### src/rtl/lsu_pkg.sv
// Shared definitions for the load/store unit: funct3 codes, FSM states, fault causes.
package lsu_pkg;

  localparam logic [2:0] F3_B  = 3'b000;
  localparam logic [2:0] F3_H  = 3'b001;
  localparam logic [2:0] F3_W  = 3'b010;
  localparam logic [2:0] F3_BU = 3'b100;
  localparam logic [2:0] F3_HU = 3'b101;

  typedef enum logic [1:0] {IDLE, ACCESS, RESP} state_t;

  typedef enum logic [1:0] {ERR_NONE, ERR_FUNCT3, ERR_RANGE, ERR_ALIGN} err_cause_t;

  typedef struct packed {
    logic        we;
    logic [2:0]  funct3;
    logic [31:0] addr;
    logic [31:0] wdata;
  } req_t;

  // Only one cause is reported; an illegal opcode outranks range, which outranks alignment.
  function automatic err_cause_t classify(input logic we, input logic [2:0] f3,
                                          input logic [31:0] addr, input logic [31:0] depth);
    if (f3 == 3'b011 || f3 == 3'b110 || f3 == 3'b111 || (we && f3[2])) return ERR_FUNCT3;
    if ({2'b00, addr[31:2]} >= depth) return ERR_RANGE;
    if ((f3[1:0] == 2'b01 && addr[0]) || (f3[1:0] == 2'b10 && addr[1:0] != 2'b00))
      return ERR_ALIGN;
    return ERR_NONE;
  endfunction

endpackage

### src/rtl/lsu_align.sv
// Byte-lane enables, store-data replication and load extraction/extension for one word.
module lsu_align
  import lsu_pkg::*;
(
  input  logic [2:0]  funct3,
  input  logic [1:0]  off,
  input  logic [31:0] wdata,
  input  logic [31:0] rword,
  output logic [3:0]  be,
  output logic [31:0] wword,
  output logic [31:0] rdata
);

  logic [31:0] shifted;
  logic [7:0]  b;
  logic [15:0] h;

  always_comb begin
    shifted = rword >> {off, 3'b000};
    b       = shifted[7:0];
    h       = off[1] ? rword[31:16] : rword[15:0];
    be      = 4'h0;
    wword   = '0;
    rdata   = '0;
    case (funct3[1:0])
      2'b00: begin
        be    = 4'b0001 << off;
        wword = {4{wdata[7:0]}};
        rdata = funct3[2] ? {24'b0, b} : {{24{b[7]}}, b};
      end
      2'b01: begin
        be    = off[1] ? 4'b1100 : 4'b0011;
        wword = {2{wdata[15:0]}};
        rdata = funct3[2] ? {16'b0, h} : {{16{h[15]}}, h};
      end
      default: begin
        be    = 4'hF;
        wword = wdata;
        rdata = rword;
      end
    endcase
  end

endmodule

### src/rtl/lsu_dmem.sv
// Three-state load/store unit over a byte-lane data memory.
// Define LSU_DMEM_ERR_CNT_EN to add the saturating err_count output.
module lsu_dmem
  import lsu_pkg::*;
#(
  parameter int XLEN  = 32,
  parameter int DEPTH = 64
) (
  input  logic            clk,
  input  logic            reset,
  input  logic            req_valid,
  output logic            req_ready,
  input  logic            req_we,
  input  logic [2:0]      req_funct3,
  input  logic [31:0]     req_addr,
  input  logic [XLEN-1:0] req_wdata,
  output logic            rsp_valid,
  input  logic            rsp_ready,
  output logic [XLEN-1:0] rsp_rdata,
`ifdef LSU_DMEM_ERR_CNT_EN
  output logic            rsp_err,
  output logic [15:0]     err_count
`else
  output logic            rsp_err
`endif
);

  localparam int AW = $clog2(DEPTH);

  state_t          state, state_nx;
  req_t            r;
  err_cause_t      cause;
  logic            fault;
  logic [AW-1:0]   idx;
  logic [3:0]      be;
  logic [31:0]     wword, ld;
  logic [XLEN-1:0] mem [DEPTH];

  assign cause = classify(r.we, r.funct3, r.addr, 32'(DEPTH));
  assign fault = (cause != ERR_NONE);
  assign idx   = r.addr[AW+1:2];

  lsu_align u_align (
    .funct3 (r.funct3),
    .off    (r.addr[1:0]),
    .wdata  (r.wdata),
    .rword  (mem[idx]),
    .be     (be),
    .wword  (wword),
    .rdata  (ld)
  );

  always_ff @(posedge clk or posedge reset) begin
    if (reset) state <= IDLE;
    else       state <= state_nx;
  end

  always_comb begin
    state_nx = state;
    case (state)
      IDLE:    if (req_valid) state_nx = ACCESS;
      ACCESS:  state_nx = RESP;
      RESP:    if (rsp_ready) state_nx = IDLE;
      default: state_nx = IDLE;
    endcase
  end

  always_comb begin
    req_ready = (state == IDLE);
    rsp_valid = (state == RESP);
  end

  always_ff @(posedge clk or posedge reset) begin
    if (reset)                       r <= '0;
    else if (req_valid && req_ready) r <= '{req_we, req_funct3, req_addr, req_wdata};
  end

  always_ff @(posedge clk or posedge reset) begin
    if (reset) begin
      rsp_rdata <= '0;
      rsp_err   <= 1'b0;
    end else if (state == ACCESS) begin
      rsp_err   <= fault;
      rsp_rdata <= (fault || r.we) ? '0 : ld;
    end
  end

  // Stores commit only at the ACCESS edge, so a reset before it drops the write.
  always_ff @(posedge clk or posedge reset) begin
    if (reset) begin
      for (int i = 0; i < DEPTH; i++) mem[i] <= '0;
    end else if (state == ACCESS && r.we && !fault) begin
      for (int b = 0; b < 4; b++)
        if (be[b]) mem[idx][8*b +: 8] <= wword[8*b +: 8];
    end
  end

`ifdef LSU_DMEM_ERR_CNT_EN
  always_ff @(posedge clk or posedge reset) begin
    if (reset)
      err_count <= '0;
    else if (rsp_valid && rsp_ready && rsp_err && err_count != 16'hFFFF)
      err_count <= err_count + 16'd1;
  end
`endif

endmodule

### config.mk
export PLATFORM = sky130hd
export DESIGN_NAME = lsu_dmem
export DESIGN_NICKNAME = d
export VERILOG_FILES = /design/src/rtl/lsu_pkg.sv /design/src/rtl/lsu_align.sv /design/src/rtl/lsu_dmem.sv
export SDC_FILE = /design/constraint.sdc
export NUM_CORES = 2
export LEC_CHECK = 0
export CORE_UTILIZATION = 35
export DETAILED_ROUTE_END_ITERATION = 6
export GPL_TIMING_DRIVEN = 0
export SETUP_SLACK_MARGIN = 0.15
export SKIP_LAST_GASP = 1
export SLEW_MARGIN = 20
export SYNTH_ARGS = -nofsm -noshare
export SYNTH_HDL_FRONTEND = slang
export SYNTH_HIERARCHICAL = 1
export SYNTH_SLANG_ARGS = --single-unit
### constraint.sdc
create_clock -name clk -period 113.9 [get_ports clk]
set_input_delay 22.78 -clock clk [delete_from_list [all_inputs] [get_ports clk]]
set_output_delay 22.78 -clock clk [all_outputs]
set_load 0.1 [all_outputs]
Yosys cells after proc, flatten, opt, wreduce, memory -nomap -nowiden --
Cells that the tools add are included.
Operators by class: order comparisons 3, equality and inequality tests 9, shift-type cells 2, mux-type cells 45, bitwise gates (word level) 1, reductions and logical operators 18
Operator list (count):
- $mux 2048 | 7
- $bwmux 2048 | 4
- $demux 32 s6 | 4
- $bmux 32 s6 | 1
- $mux 32 | 6
- $pmux 32 s2 | 2
- $mux 16 | 2
- $shr 32x5->8 | 1
- $ge 30x7->1 const B | 1
- $mux 24 | 1
- $mux 2 | 8
- $mux 8 | 1
- $pmux 4 s2 | 1
- $ge 7x7->1 const B | 1
- $logic_and 1x1->1 | 7
- $lt 7x1->1 const B | 1
- $not 6->7 | 1
- $eq 3x3->1 const B | 2
- $mux 1 | 6
- $pmux 2 s3 | 1
- $logic_or 1x1->1 | 5
- $eq 2x1->1 const B | 2
- $eq 2x2->1 const B | 2
- $logic_not 2->1 | 2
- other kinds (8) | 9
Storage, ports and cells: register bits 2151, input bits 72, output and inout bits 35, word-level logic and storage cells 149

Depth between registers and ports, before layout --
depth after elaboration 23, depth in mapped cells 17, depth with buffers taken out 10

Modules after synthesis --
The synthesis kept the hierarchy.
By module, submodules not included:
- lsu_dmem | times used 1, cells each 6853, area each 98269.2 um^2, sequential area each 53826.6 um^2
- lsu_align | times used 1, cells each 188, area each 1258.7 um^2, sequential area each 0.0 um^2

Least setup slack after synthesis --
Ideal clock, no wire load.
path type register -> output, from reg state[1], to out req_ready, data arrival time 1670 ps, required time 91120 ps, setup slack 89450 ps, cell stages (with the launch flop) 2, path buffers 0, path through dfrtp_1 -> nor2_1
On the way: cells in the longest elaborated chain, start to end 1
Ends and longest elaborated chain:
- start, declared | line lsu_dmem.sv:30 | state_t state, state_nx;
- start signal, assigned | line lsu_dmem.sv:55 | else state <= state_nx;
- $logic_not 2->1 | line lsu_dmem.sv:69 | req_ready = (state == IDLE);
- end, declared | line lsu_dmem.sv:12 | output logic req_ready,
No other way between the ends.

Worst setup path after layout --
Ends and elaborated chain as after synthesis.

==> results.toml <==
[global_route]
grt_pass1_wl_um = 711000
grt_pass1_vias = 71900
grt_usage_pct = 37.9
antenna_found_initial = 100
grt_max_degree = 110
grt_overflow = 0

[critical_path]
startpoint = "state[1]$_DFFE_PP0P_"
crit_chain = "nor2_1, clkdlybuf4s50_1"
cpLargestDelayFamily = "buffers and inverters"
crit_buf_inv = 1
cp_slowest_cell = "clkdlybuf4s50_1"
cp-start-kind = "flop"
cpPeakStageDelay_ns = 1.17
crit_type = "flop to primary output"
r2r_slack_ns = 106.40
end_kind = "primary output"
crit_fanout = 4
worst_ep_required_time_ns = 91.12
critical_path_arrival_ns = 2.77
r2r_start = "idx[2]$_DFFE_PP0P_"

[status]
status = "complete, but fails checks"
violations = "DRC"

[pwr]
p_clk_share_pct = 26.7
p_leak_nw = 57.4
intPower_mw = 1.50
peakVddDrop_uv = 26.0
powerDensity_nw_per_um2 = 25.9
sequentialPowerShare_pct = 26.1
sw_frac_of_total_pct = 50.5
comb_power_share_pct = 47.3
power_switching_mw = 1.53

[sta]
fin_crit_sh_pct = 22.4
tightest_slew_ns = 1.39
maxSlewViolCount = 0
setup_viol = 0
finalHoldViolCount = 0
slew_headroom_pct = 7.49
setup_tns_ns = 0
fmax_ghz = 0.0391
skew_ns = 0.0740
rsz0062_at_grt = "false"
period_needed_ns = 25.55

[clock_tree]
cts_root_buffer = "clkbuf_16"
clock-sinks = 2151
cts_tree = "done"
cts_resized = 0
htreeDepth = 4
hold_buffers = 0
clkLatencyLatePin_ns = 0.97
clkTransAtPathRegs_ns = 0.06
post-cts-setup-buffer-count = 0
cts_buffers = 232
cts_buffer_depth = 3

[routing]
drc_errors = 2
first_pass_iters = 7
drt_wl_total_um = 552000
routed_via_density = 6.64
drt-wirelength-per-cell_um = 47.8
drt_iter0_markers = 11600
via_count = 76700
ant_nets = 0

[placed_design]
place.detailed.hpwl_um = 389000
gp_routability_congestion = 1.06
place_area_sq_um = 109000
numPortBuffers = 106

[synth]
synth_edf_count = 0
yosys_register_bits = 2151
synthFlopType = "dfrtp_1"
synth_area_per_cell_sq_um = 14.1
synth_nets = 7113
yosysUniqueCellTypes = 73
syn_inst = 7041
async_reset_ff_share_pct = 100
ys_warn_count = 6
seq_area_frac_synth_pct = 54.1
netlist_area_sq_um = 99500

[floorplanning]
core_area_sq_um = 283000
fp.dieW_um = 535
initial_utilization_pct = 35.2
ioPinCount = 107
fp-row-count = 195
die-height_um = 535
dieArea_sq_um = 287000

[final_layout]
final_cell_area_sq_um = 117000
multiInputGateArea_sq_um = 43100
drive_gt1_share_pct = 44.2
nets = 7591
final_cell_mix = "2,151 x dfrtp_1, 2,054 x mux2_2, 286 x clkbuf_1"
seq_area_sq_um = 53800
mostFrequentLayoutCell = "dfrtp_1"
syn2layout_area_growth_pct = 17.4
fillCellCount = 26000

[flow_run]
cap_viol_max_count = 0

[hold_path]
min_from = "mem[1330]$_DFFE_PP0P_"
hold_path_class = "flop to flop"
power by group through the flow:
| stage | Combinational [mW] | Clock, mW | Sequential [mW] |
|---|---|---|---|
| finish | 1.43 | 0.808 | 0.789 |
| global route | 1.34 | 0.834 | 0.790 |
| CTS | 1.30 | 0.804 | 0.789 |
| detailed placement | 1.29 | 0 | 0.803 |
| global placement | 1.20 | 0 | 0.807 |
| floorplan | 0.438 | 0 | 0.801 |
routing by layer:
layer / part of all wire [%] / GRT usage (%) / vias to the layer above
li1: - / - / 27300
met1: 36 / 44.6 / 40600
met2: 39 / 50.2 / 6713
met3: 15 / 19.9 / 2057
met4: 9.6 / 31.2 / 56
met5: 0.29 / 4.00 / -
logic make-up after synthesis:
logic type | after synthesis | synth area share [%]
buf+inv | 580 | 2.82
mux | 2665 | 32.1
flops | 2151 | 54.1
simple gates | 733 | 4.36
compound gates | 912 | 6.65
worst register-to-register path, delay by kind of cell (launching register included):
| kind | cells | cell delay (ns) |
|---|---|---|
| buffers and inverters | 6 | 4.14 |
| AND/OR/NAND/NOR | 2 | 1.00 |
| AO/OA/AOI/OAI | 4 | 1.20 |
| flip-flops | 1 | 0.34 |
| multiplexers | 2 | 0.76 |
registers in the layout, summed over array words and instances (netlist names):
register,flops
idx,6
mem,2048
r,62
rsp_err,1
rsp_rdata,32
state,2
final timing paths:
| check | end | cells past startpoint |
|---|---|---|
| min in group asynchronous | r[53]$_DFFE_PP0P_ | 2 |
| max | req_ready | 2 |
| max in group asynchronous | mem[343]$_DFFE_PP0P_ | 6 |
| max reg2reg | rsp_rdata[4]$_DFFE_PP0N_ | 14 |
| min | mem[1330]$_DFFE_PP0P_ | 1 |
| min reg2reg | mem[1330]$_DFFE_PP0P_ | 1 |
cell type report:
class	instances	share of cell area (%)
flip-flops and latches	2151	46.1
inverters	9	0.0353
well taps	3743	4.01
repair buffers	244	3.47
clock inverters	71	0.933
clock buffers	355	5.90
diodes	93	0.199
plain buffers	571	2.52
multi-input cells	4310	36.9
stage by stage:
stage / cells / hold WS, ns / utilization, % / total power [mW] / setup slack [ns]
2_1_floorplan: 7041 / 0.459 / - / 1.24 / 30.35
3_3_place_gp: 10900 / 0.468 / 37.3 / 2.01 / 7.22
3_5_place_dp: 11000 / 0.475 / 38.4 / 2.10 / 88.17
4_1_cts: 11500 / 0.490 / 41.3 / 2.89 / 88.32
5_1_grt: 11500 / 0.499 / 41.3 / 2.97 / 88.31
6_report: 11500 / 0.487 / 41.4 / 3.03 / 88.35
Yosys cell counts, types with 9 or more instances:
cell type / n / share of area, %
nor2b_1: 26 / 0.16
nand2_1: 133 / 0.50
dfrtp_1: 2151 / 54
nand2_4: 101 / 1.1
nor4_1: 9 / 0.057
mux2_1: 185 / 2.1
a221o_1: 37 / 0.37
a31oi_1: 9 / 0.057
o21ai_0: 131 / 0.66
nor3_1: 10 / 0.050
mux2_2: 2054 / 23
buf_2: 120 / 0.60
o22ai_1: 96 / 0.60
a22oi_1: 149 / 1.1
buf_4: 51 / 0.38
clkbuf_1: 303 / 1.1
a22o_1: 65 / 0.57
o2bb2ai_1: 11 / 0.097
buf_6: 38 / 0.43
nand4_1: 14 / 0.088
and3_1: 11 / 0.069
buf_1: 59 / 0.22
a21oi_1: 130 / 0.65
mux2i_1: 228 / 2.3
nor2_2: 25 / 0.16
o221ai_1: 20 / 0.18
nand2_2: 146 / 0.92
a222oi_1: 10 / 0.10
a221oi_1: 187 / 1.6
or4_1: 13 / 0.098
nor2_1: 174 / 0.66
and2_1: 10 / 0.063
nand3_1: 23 / 0.12
mux4_2: 196 / 4.4
(Power assumes the default switching activity.)
